<file path="src/rtl/display_scan_if.sv">
// Bundle between the number-generation logic (master) and the display scanner (slave):
// load data and handshake, display controls, and the registered display pin outputs.
interface display_scan_if #(
  parameter int unsigned DIGITS      = 8,
  parameter int unsigned BRIGHT_BITS = 4
);
  logic [4*DIGITS-1:0]    digits_i;
  logic [DIGITS-1:0]      dp_i;
  logic                   load_valid;
  logic                   load_ready;
  logic                   blank_lz;
  logic [BRIGHT_BITS-1:0] brightness;
  logic [7:0]             seg_n;
  logic [DIGITS-1:0]      en_n;
  logic                   frame;

  modport master (
    output digits_i, dp_i, load_valid, blank_lz, brightness,
    input  load_ready, seg_n, en_n, frame
  );

  modport slave (
    input  digits_i, dp_i, load_valid, blank_lz, brightness,
    output load_ready, seg_n, en_n, frame
  );
endinterface

</file>
<file path="src/rtl/display_scan.sv">
// Multiplexed 7-segment scanner: double-buffered load, leading-zero blanking, PWM brightness.
// Define DISPLAY_SCAN_HEX_EN to decode codes 10-15 as A..F; otherwise they show blank.
module display_scan #(
  parameter int unsigned DIGITS      = 8,
  parameter int unsigned SCAN_BITS   = 13,
  parameter int unsigned BRIGHT_BITS = 4
) (
  input logic           clk,
  input logic           rst,
  display_scan_if.slave bus
);

  localparam int unsigned IdxW = $clog2(DIGITS);

  logic [SCAN_BITS-1:0] cnt_q, cnt_d;
  logic [IdxW-1:0]      idx_q, idx_d;

  logic [4*DIGITS-1:0]  act_dig_q, act_dig_d;
  logic [DIGITS-1:0]    act_dp_q, act_dp_d;
  logic [4*DIGITS-1:0]  pend_dig_q, pend_dig_d;
  logic [DIGITS-1:0]    pend_dp_q, pend_dp_d;
  logic                 pend_full_q, pend_full_d;

  logic [7:0]           seg_n_q, seg_n_d;
  logic [DIGITS-1:0]    en_n_q, en_n_d;
  logic                 frame_q, frame_d;

  logic                 dwell_end;
  logic                 last_digit;
  logic                 boundary;
  logic                 load_fire;
  logic                 bright_on;

  logic [DIGITS-1:0]    nib_zero;
  logic [DIGITS-1:0]    lz_run;
  logic [DIGITS-1:0]    lz_blank;
  logic [3:0]           cur_nib;
  logic                 cur_dp;
  logic                 cur_blank;

  function automatic logic [6:0] seg_decode(input logic [3:0] nib);
    logic [6:0] r;
    r = 7'h7F;
    case (nib)
      4'h0: r = 7'h40;
      4'h1: r = 7'h79;
      4'h2: r = 7'h24;
      4'h3: r = 7'h30;
      4'h4: r = 7'h19;
      4'h5: r = 7'h12;
      4'h6: r = 7'h02;
      4'h7: r = 7'h78;
      4'h8: r = 7'h00;
      4'h9: r = 7'h10;
`ifdef DISPLAY_SCAN_HEX_EN
      4'hA: r = 7'h08;
      4'hB: r = 7'h03;
      4'hC: r = 7'h46;
      4'hD: r = 7'h21;
      4'hE: r = 7'h06;
      4'hF: r = 7'h0E;
`endif
      default: r = 7'h7F;
    endcase
    return r;
  endfunction

  assign dwell_end  = &cnt_q;
  assign last_digit = (idx_q == IdxW'(DIGITS - 1));
  assign boundary   = dwell_end & last_digit;
  assign load_fire  = bus.load_valid & ~pend_full_q;

  // Scan counters
  always_comb begin
    cnt_d = cnt_q + 1'b1;
    idx_d = idx_q;
    if (dwell_end) begin
      idx_d = last_digit ? '0 : idx_q + 1'b1;
    end
  end

  // Promotion and acceptance are mutually exclusive: one needs pending full, the other empty.
  always_comb begin
    act_dig_d   = act_dig_q;
    act_dp_d    = act_dp_q;
    pend_dig_d  = pend_dig_q;
    pend_dp_d   = pend_dp_q;
    pend_full_d = pend_full_q;
    if (boundary && pend_full_q) begin
      act_dig_d   = pend_dig_q;
      act_dp_d    = pend_dp_q;
      pend_full_d = 1'b0;
    end
    if (load_fire) begin
      pend_dig_d  = bus.digits_i;
      pend_dp_d   = bus.dp_i;
      pend_full_d = 1'b1;
    end
  end

  // A digit is a leading zero when it and every more significant nibble are zero.
  always_comb begin
    nib_zero = '0;
    lz_run   = '0;
    lz_blank = '0;
    for (int i = 0; i < int'(DIGITS); i++) begin
      nib_zero[i] = (act_dig_q[4*i +: 4] == 4'h0);
    end
    lz_run[DIGITS-1] = nib_zero[DIGITS-1];
    for (int i = int'(DIGITS) - 2; i >= 0; i--) begin
      lz_run[i] = lz_run[i+1] & nib_zero[i];
    end
    for (int i = 1; i < int'(DIGITS); i++) begin
      lz_blank[i] = lz_run[i];
    end
  end

  always_comb begin
    cur_nib   = 4'h0;
    cur_dp    = 1'b0;
    cur_blank = 1'b0;
    for (int i = 0; i < int'(DIGITS); i++) begin
      if (idx_q == IdxW'(i)) begin
        cur_nib   = act_dig_q[4*i +: 4];
        cur_dp    = act_dp_q[i];
        cur_blank = lz_blank[i];
      end
    end
  end

  assign bright_on = (cnt_q[SCAN_BITS-1 -: BRIGHT_BITS] < bus.brightness);

  always_comb begin
    seg_n_d = {~cur_dp, (bus.blank_lz && cur_blank) ? 7'h7F : seg_decode(cur_nib)};
    en_n_d  = '1;
    for (int i = 0; i < int'(DIGITS); i++) begin
      en_n_d[i] = ~(bright_on && (idx_q == IdxW'(i)));
    end
    frame_d = (cnt_q == '0) && (idx_q == '0);
  end

  always_ff @(posedge clk or posedge rst) begin
    if (rst) begin
      cnt_q       <= '0;
      idx_q       <= '0;
      act_dig_q   <= '0;
      act_dp_q    <= '0;
      pend_dig_q  <= '0;
      pend_dp_q   <= '0;
      pend_full_q <= 1'b0;
    end else begin
      cnt_q       <= cnt_d;
      idx_q       <= idx_d;
      act_dig_q   <= act_dig_d;
      act_dp_q    <= act_dp_d;
      pend_dig_q  <= pend_dig_d;
      pend_dp_q   <= pend_dp_d;
      pend_full_q <= pend_full_d;
    end
  end

  // Pin registers share one edge so segments, enables and frame never skew.
  always_ff @(posedge clk or posedge rst) begin
    if (rst) begin
      seg_n_q <= 8'hFF;
      en_n_q  <= '1;
      frame_q <= 1'b0;
    end else begin
      seg_n_q <= seg_n_d;
      en_n_q  <= en_n_d;
      frame_q <= frame_d;
    end
  end

  assign bus.load_ready = ~pend_full_q;
  assign bus.seg_n      = seg_n_q;
  assign bus.en_n       = en_n_q;
  assign bus.frame      = frame_q;

endmodule

</file>
<file path="src/flat_wrapper.sv">
// flat-port wrapper written by rule: the top's interface ports become plain ports
module display_scan_flat 
#(
  parameter int unsigned DIGITS      = 8,
  parameter int unsigned SCAN_BITS   = 13,
  parameter int unsigned BRIGHT_BITS = 4
)
  (clk, rst, bus_digits_i, bus_dp_i, bus_load_valid, bus_blank_lz, bus_brightness, bus_load_ready, bus_seg_n, bus_en_n, bus_frame);
  display_scan_if #(.DIGITS(DIGITS), .BRIGHT_BITS(BRIGHT_BITS)) bus_i ();
  input logic clk;
  input logic rst;
  input wire logic [$bits(bus_i.digits_i)-1:0] bus_digits_i;
  input wire logic [$bits(bus_i.dp_i)-1:0] bus_dp_i;
  input wire logic [$bits(bus_i.load_valid)-1:0] bus_load_valid;
  input wire logic [$bits(bus_i.blank_lz)-1:0] bus_blank_lz;
  input wire logic [$bits(bus_i.brightness)-1:0] bus_brightness;
  output wire logic [$bits(bus_i.load_ready)-1:0] bus_load_ready;
  output wire logic [$bits(bus_i.seg_n)-1:0] bus_seg_n;
  output wire logic [$bits(bus_i.en_n)-1:0] bus_en_n;
  output wire logic [$bits(bus_i.frame)-1:0] bus_frame;
  assign bus_i.digits_i = bus_digits_i;
  assign bus_i.dp_i = bus_dp_i;
  assign bus_i.load_valid = bus_load_valid;
  assign bus_i.blank_lz = bus_blank_lz;
  assign bus_i.brightness = bus_brightness;
  assign bus_load_ready = bus_i.load_ready;
  assign bus_seg_n = bus_i.seg_n;
  assign bus_en_n = bus_i.en_n;
  assign bus_frame = bus_i.frame;
  display_scan #(.DIGITS(DIGITS), .SCAN_BITS(SCAN_BITS), .BRIGHT_BITS(BRIGHT_BITS)) u_core (.clk(clk), .rst(rst), .bus(bus_i));
endmodule
</file>
<file path="config.mk">
export PLATFORM = sky130hd
export DESIGN_NAME = display_scan_flat
export DESIGN_NICKNAME = d
export VERILOG_FILES = /design/src/rtl/display_scan_if.sv /design/src/rtl/display_scan.sv /design/src/flat_wrapper.sv
export SDC_FILE = /design/constraint.sdc
export NUM_CORES = 1
export LEC_CHECK = 0
export CORE_MARGIN = 5
export CORE_UTILIZATION = 34
export DETAILED_ROUTE_END_ITERATION = 8
export PLACE_DENSITY = 0.56
export RECOVER_POWER = 100
export SETUP_SLACK_MARGIN = 0.5
export SLEW_MARGIN = 10
export SYNTH_ARGS = -nofsm -noshare
export SYNTH_HDL_FRONTEND = slang
export SYNTH_SLANG_ARGS = --single-unit
</file>
<file path="constraint.sdc">
create_clock -name clk -period 6.2 [get_ports clk]
set_input_delay 1.55 -clock clk [delete_from_list [all_inputs] [get_ports clk]]
set_output_delay 1.55 -clock clk [all_outputs]
set_load 0.01 [all_outputs]
</file>
==> metrics.txt <==
Synth area leaders=dfrtp_1 (48%), mux2_2 (18%), dfstp_2 (8.2%); DR pass1 iterations=4; register bit total from synthesis=114; power per cell area=281 mW/mm2; Die Ht=133 um; CP endpoint kind=asynchronous set/reset pin; Clock Path Buffers=2; slowest CP cell=clkinvlp_2; crit-path cells=dlygate4sd3_1, clkinvlp_2, buf_4; skew final=0.00994 ns; unrepaired setup endpoints after global routing=no; Synth warnings=0; GR peak layer=met2; global-route met3 utilization=4.52%; CTS tree=built; final hold viol count=0; Req. time, crit path=6.69 ns; DRT Wirelength=10400 um; PortBufs=65; Final period util=65.1%; Die ar.=0.0177 mm2; Final Wtd Congestion=0.836; hold buffer count at cts=0; Crit path arrival time=4.53 ns; Distinct cells, synth=48; # diodes=0; dpl hpwl=7360 um; CP Class=in2async; via/cell ratio=4.82; upper clock frequency limit=248 MHz; Avg Cell Area, Syn=12.6 um2; Tightest Pin Transition=2.97 ns; peak supply drop=0.150 mV; Cell Rows=45; status=finished with violations; asr flop ratio synth=100%; clk root buf=clkbuf_16; total track usage=12.6%; Slowest Stage Delay on Critical Path=1.68 ns; Critical Path Fanout Max=70; Initial Utilization=34.2%; met1 GRT Util=16.2%; fill cell count=1379; Top Ports=66; Core Region=0.0150 mm2; vias in the first global route=3505; post-synth top area cell=dfrtp_1; wire length per cell=15.3 um; Lkg Pwr=0.00290 uW; max_cap viols=2; DR DRC count=0; CTS clk-pin slew, worst paths=0.05 ns; first-pass GRT wire length=17700 um; Initial DRC Count=241; Fin Setup TNS=0 ns; Crit path buffers/inverters=3; post-cts repair resize count=0; Setup Buffers After CTS=0; nets=540; failing checks=capacitance limit, slew limit; antenna violations before repair=0; post-layout util=43.4%; Clk Latency, worst-skew pair=0.40 ns; EDFF count, synth=0; Vias=3266; commonest cells in the synthesized netlist=dfrtp_1 (98), mux2_2 (83), nand2_1 (29); total global routing overflow=0; Post-Syn Instances=409; largest net degree at the start of global routing=71; sequential cell area fraction in the yosys report=55.8%; share of cells above drive strength 1=27.8%; met2 Use GR=19.7%; worst min path class=reg2reg; antenna viol nets, final=0; Final setup viols=0; top_reg_cell synth=dfrtp_1; area grow syn2layout=26.9%; CTS Buf Count=17; synthesized cell area=0.00515 mm2; clock sinks=114; Slew headroom=-99.3%; count leader, synth=dfrtp_1; Slew Viols, Final=106; post-layout minimum cycle time=4.04 ns; cell family with most CP delay=buffers and inverters; Syn Nets=473; startpoint types=input port; Chip Width=133 um; Yosys top cell area share=47.7%; H-tree depth=4
## worst reg2reg max path, stage by stage (launching register included)
cell and delay [ns]:
dfrtp_1 0.56, clkinv_1 0.39, ha_1 0.45, or2_0 0.35, a221oi_1 0.26, o22ai_1 0.15
a21oi_1 0.54, inv_1 0.18, ha_1 0.26, mux2_2 0.27, a32oi_1 0.24
## metal layers
layer | vias to the layer above | share of wire, %
li1 | 1566 | -
met1 | 1614 | 46
met2 | 79 | 48
met3 | 7 | 5.3
met4 | 0 | 1.1
met5 | - | 0
## final timing paths
path | from | to | slack [ns] | depth (start not counted)
hold reg to reg | u_core.cnt_q[0] | u_core.cnt_q[0] | 0.47 | 1
setup reg to reg | u_core.idx_q[2] | u_core.bus.seg_n[4] | 2.45 | 10
max in group clk | u_core.idx_q[2] | u_core.bus.seg_n[4] | 2.45 | 10
hold / removal | u_core.cnt_q[0] | u_core.cnt_q[0] | 0.47 | 1
setup / recovery | rst | u_core.act_dig_q[7] | 2.16 | 3
min in group asynchronous | rst | u_core.cnt_q[0] | 2.46 | 2
## cells by family after synthesis
logic type | synth area share, %
flip-flops | 55.8
AO/OA/AOI/OAI | 7.54
XOR/XNOR | 2.04
buffers and inverters | 3.55
AND/OR/NAND/NOR | 8.61
multiplexers | 18.6
adder cells (fa/ha/maj) | 3.89
## per-stage QoR
step / hold WS [ns] / total power, uW / area (um2) / setup WS, ns / std cells
3_3_place_gp: 0.456 / 890 / 5960 / 2.72 / 645
3_5_place_dp: 0.463 / 894 / 5960 / 2.66 / 645
4_1_cts: 0.472 / 1860 / 6560 / 2.67 / 677
5_1_grt: 0.507 / 1910 / 6530 / 1.50 / 677
2_1_floorplan: 0.442 / 845 / 5150 / 1.66 / 409
6_report: 0.468 / 1830 / 6530 / 2.16 / 677
## placed cells by master (no fill, tap or decap), drive strengths merged, types with 2 or more instances in the layout
cell,synthesis,routed
dfstp,16,16
a31oi,2,2
ha,16,16
dlygate4sd3,0,21
a221oi,4,4
clkbuf,7,28
dfrtp,98,98
nand3b,5,5
inv,23,22
a21oi,21,21
and2,2,2
clkdlybuf4s50,0,44
xnor2,6,6
o21ai,6,6
nor2,12,12
nor4,8,8
o22ai,4,4
bufinv,0,2
a21o,5,5
xor2,6,6
or2,2,2
nand2b,6,6
clkinv,1,3
a32oi,3,3
nor3,3,3
nand4,5,5
mux2,83,83
clkinvlp,0,2
o31ai,5,5
mux2i,2,2
nand2,29,29
nand3,7,7
## power breakdown
| part | internal (uW) | leakage, uW | total [uW] | switching, uW |
|---|---|---|---|---|
| logic | 51.5 | 0.00118 | 78.5 | 26.9 |
| registers | 780 | 0.00144 | 799 | 18.9 |
| clock network | 643 | 0.000288 | 957 | 313 |
## cell type report
| class | count | area, um2 | share of cell area, % |
|---|---|---|---|
| well taps | 188 | 235 | 3.60 |
| clock buffers | 27 | 513 | 7.86 |
| multi-input cells | 252 | 2080 | 31.8 |
| clock inverters | 5 | 77.6 | 1.19 |
| inverters | 24 | 91.3 | 1.40 |
| repair buffers | 67 | 662 | 10.1 |
| flip-flops and latches | 114 | 2870 | 44.0 |
## registers in the layout, indices dropped and copies added, names as in the netlist
name                flops
u_core.act_dig_q       32
u_core.pend_dig_q      32
u_core.cnt_q           13
u_core.act_dp_q         8
u_core.bus.en_n         8
u_core.bus.seg_n        8
u_core.pend_dp_q        8
u_core.idx_q            3
u_core.bus.frame        1
u_core.pend_full_q      1
Note: power is estimated with default switching activity, not from simulation.
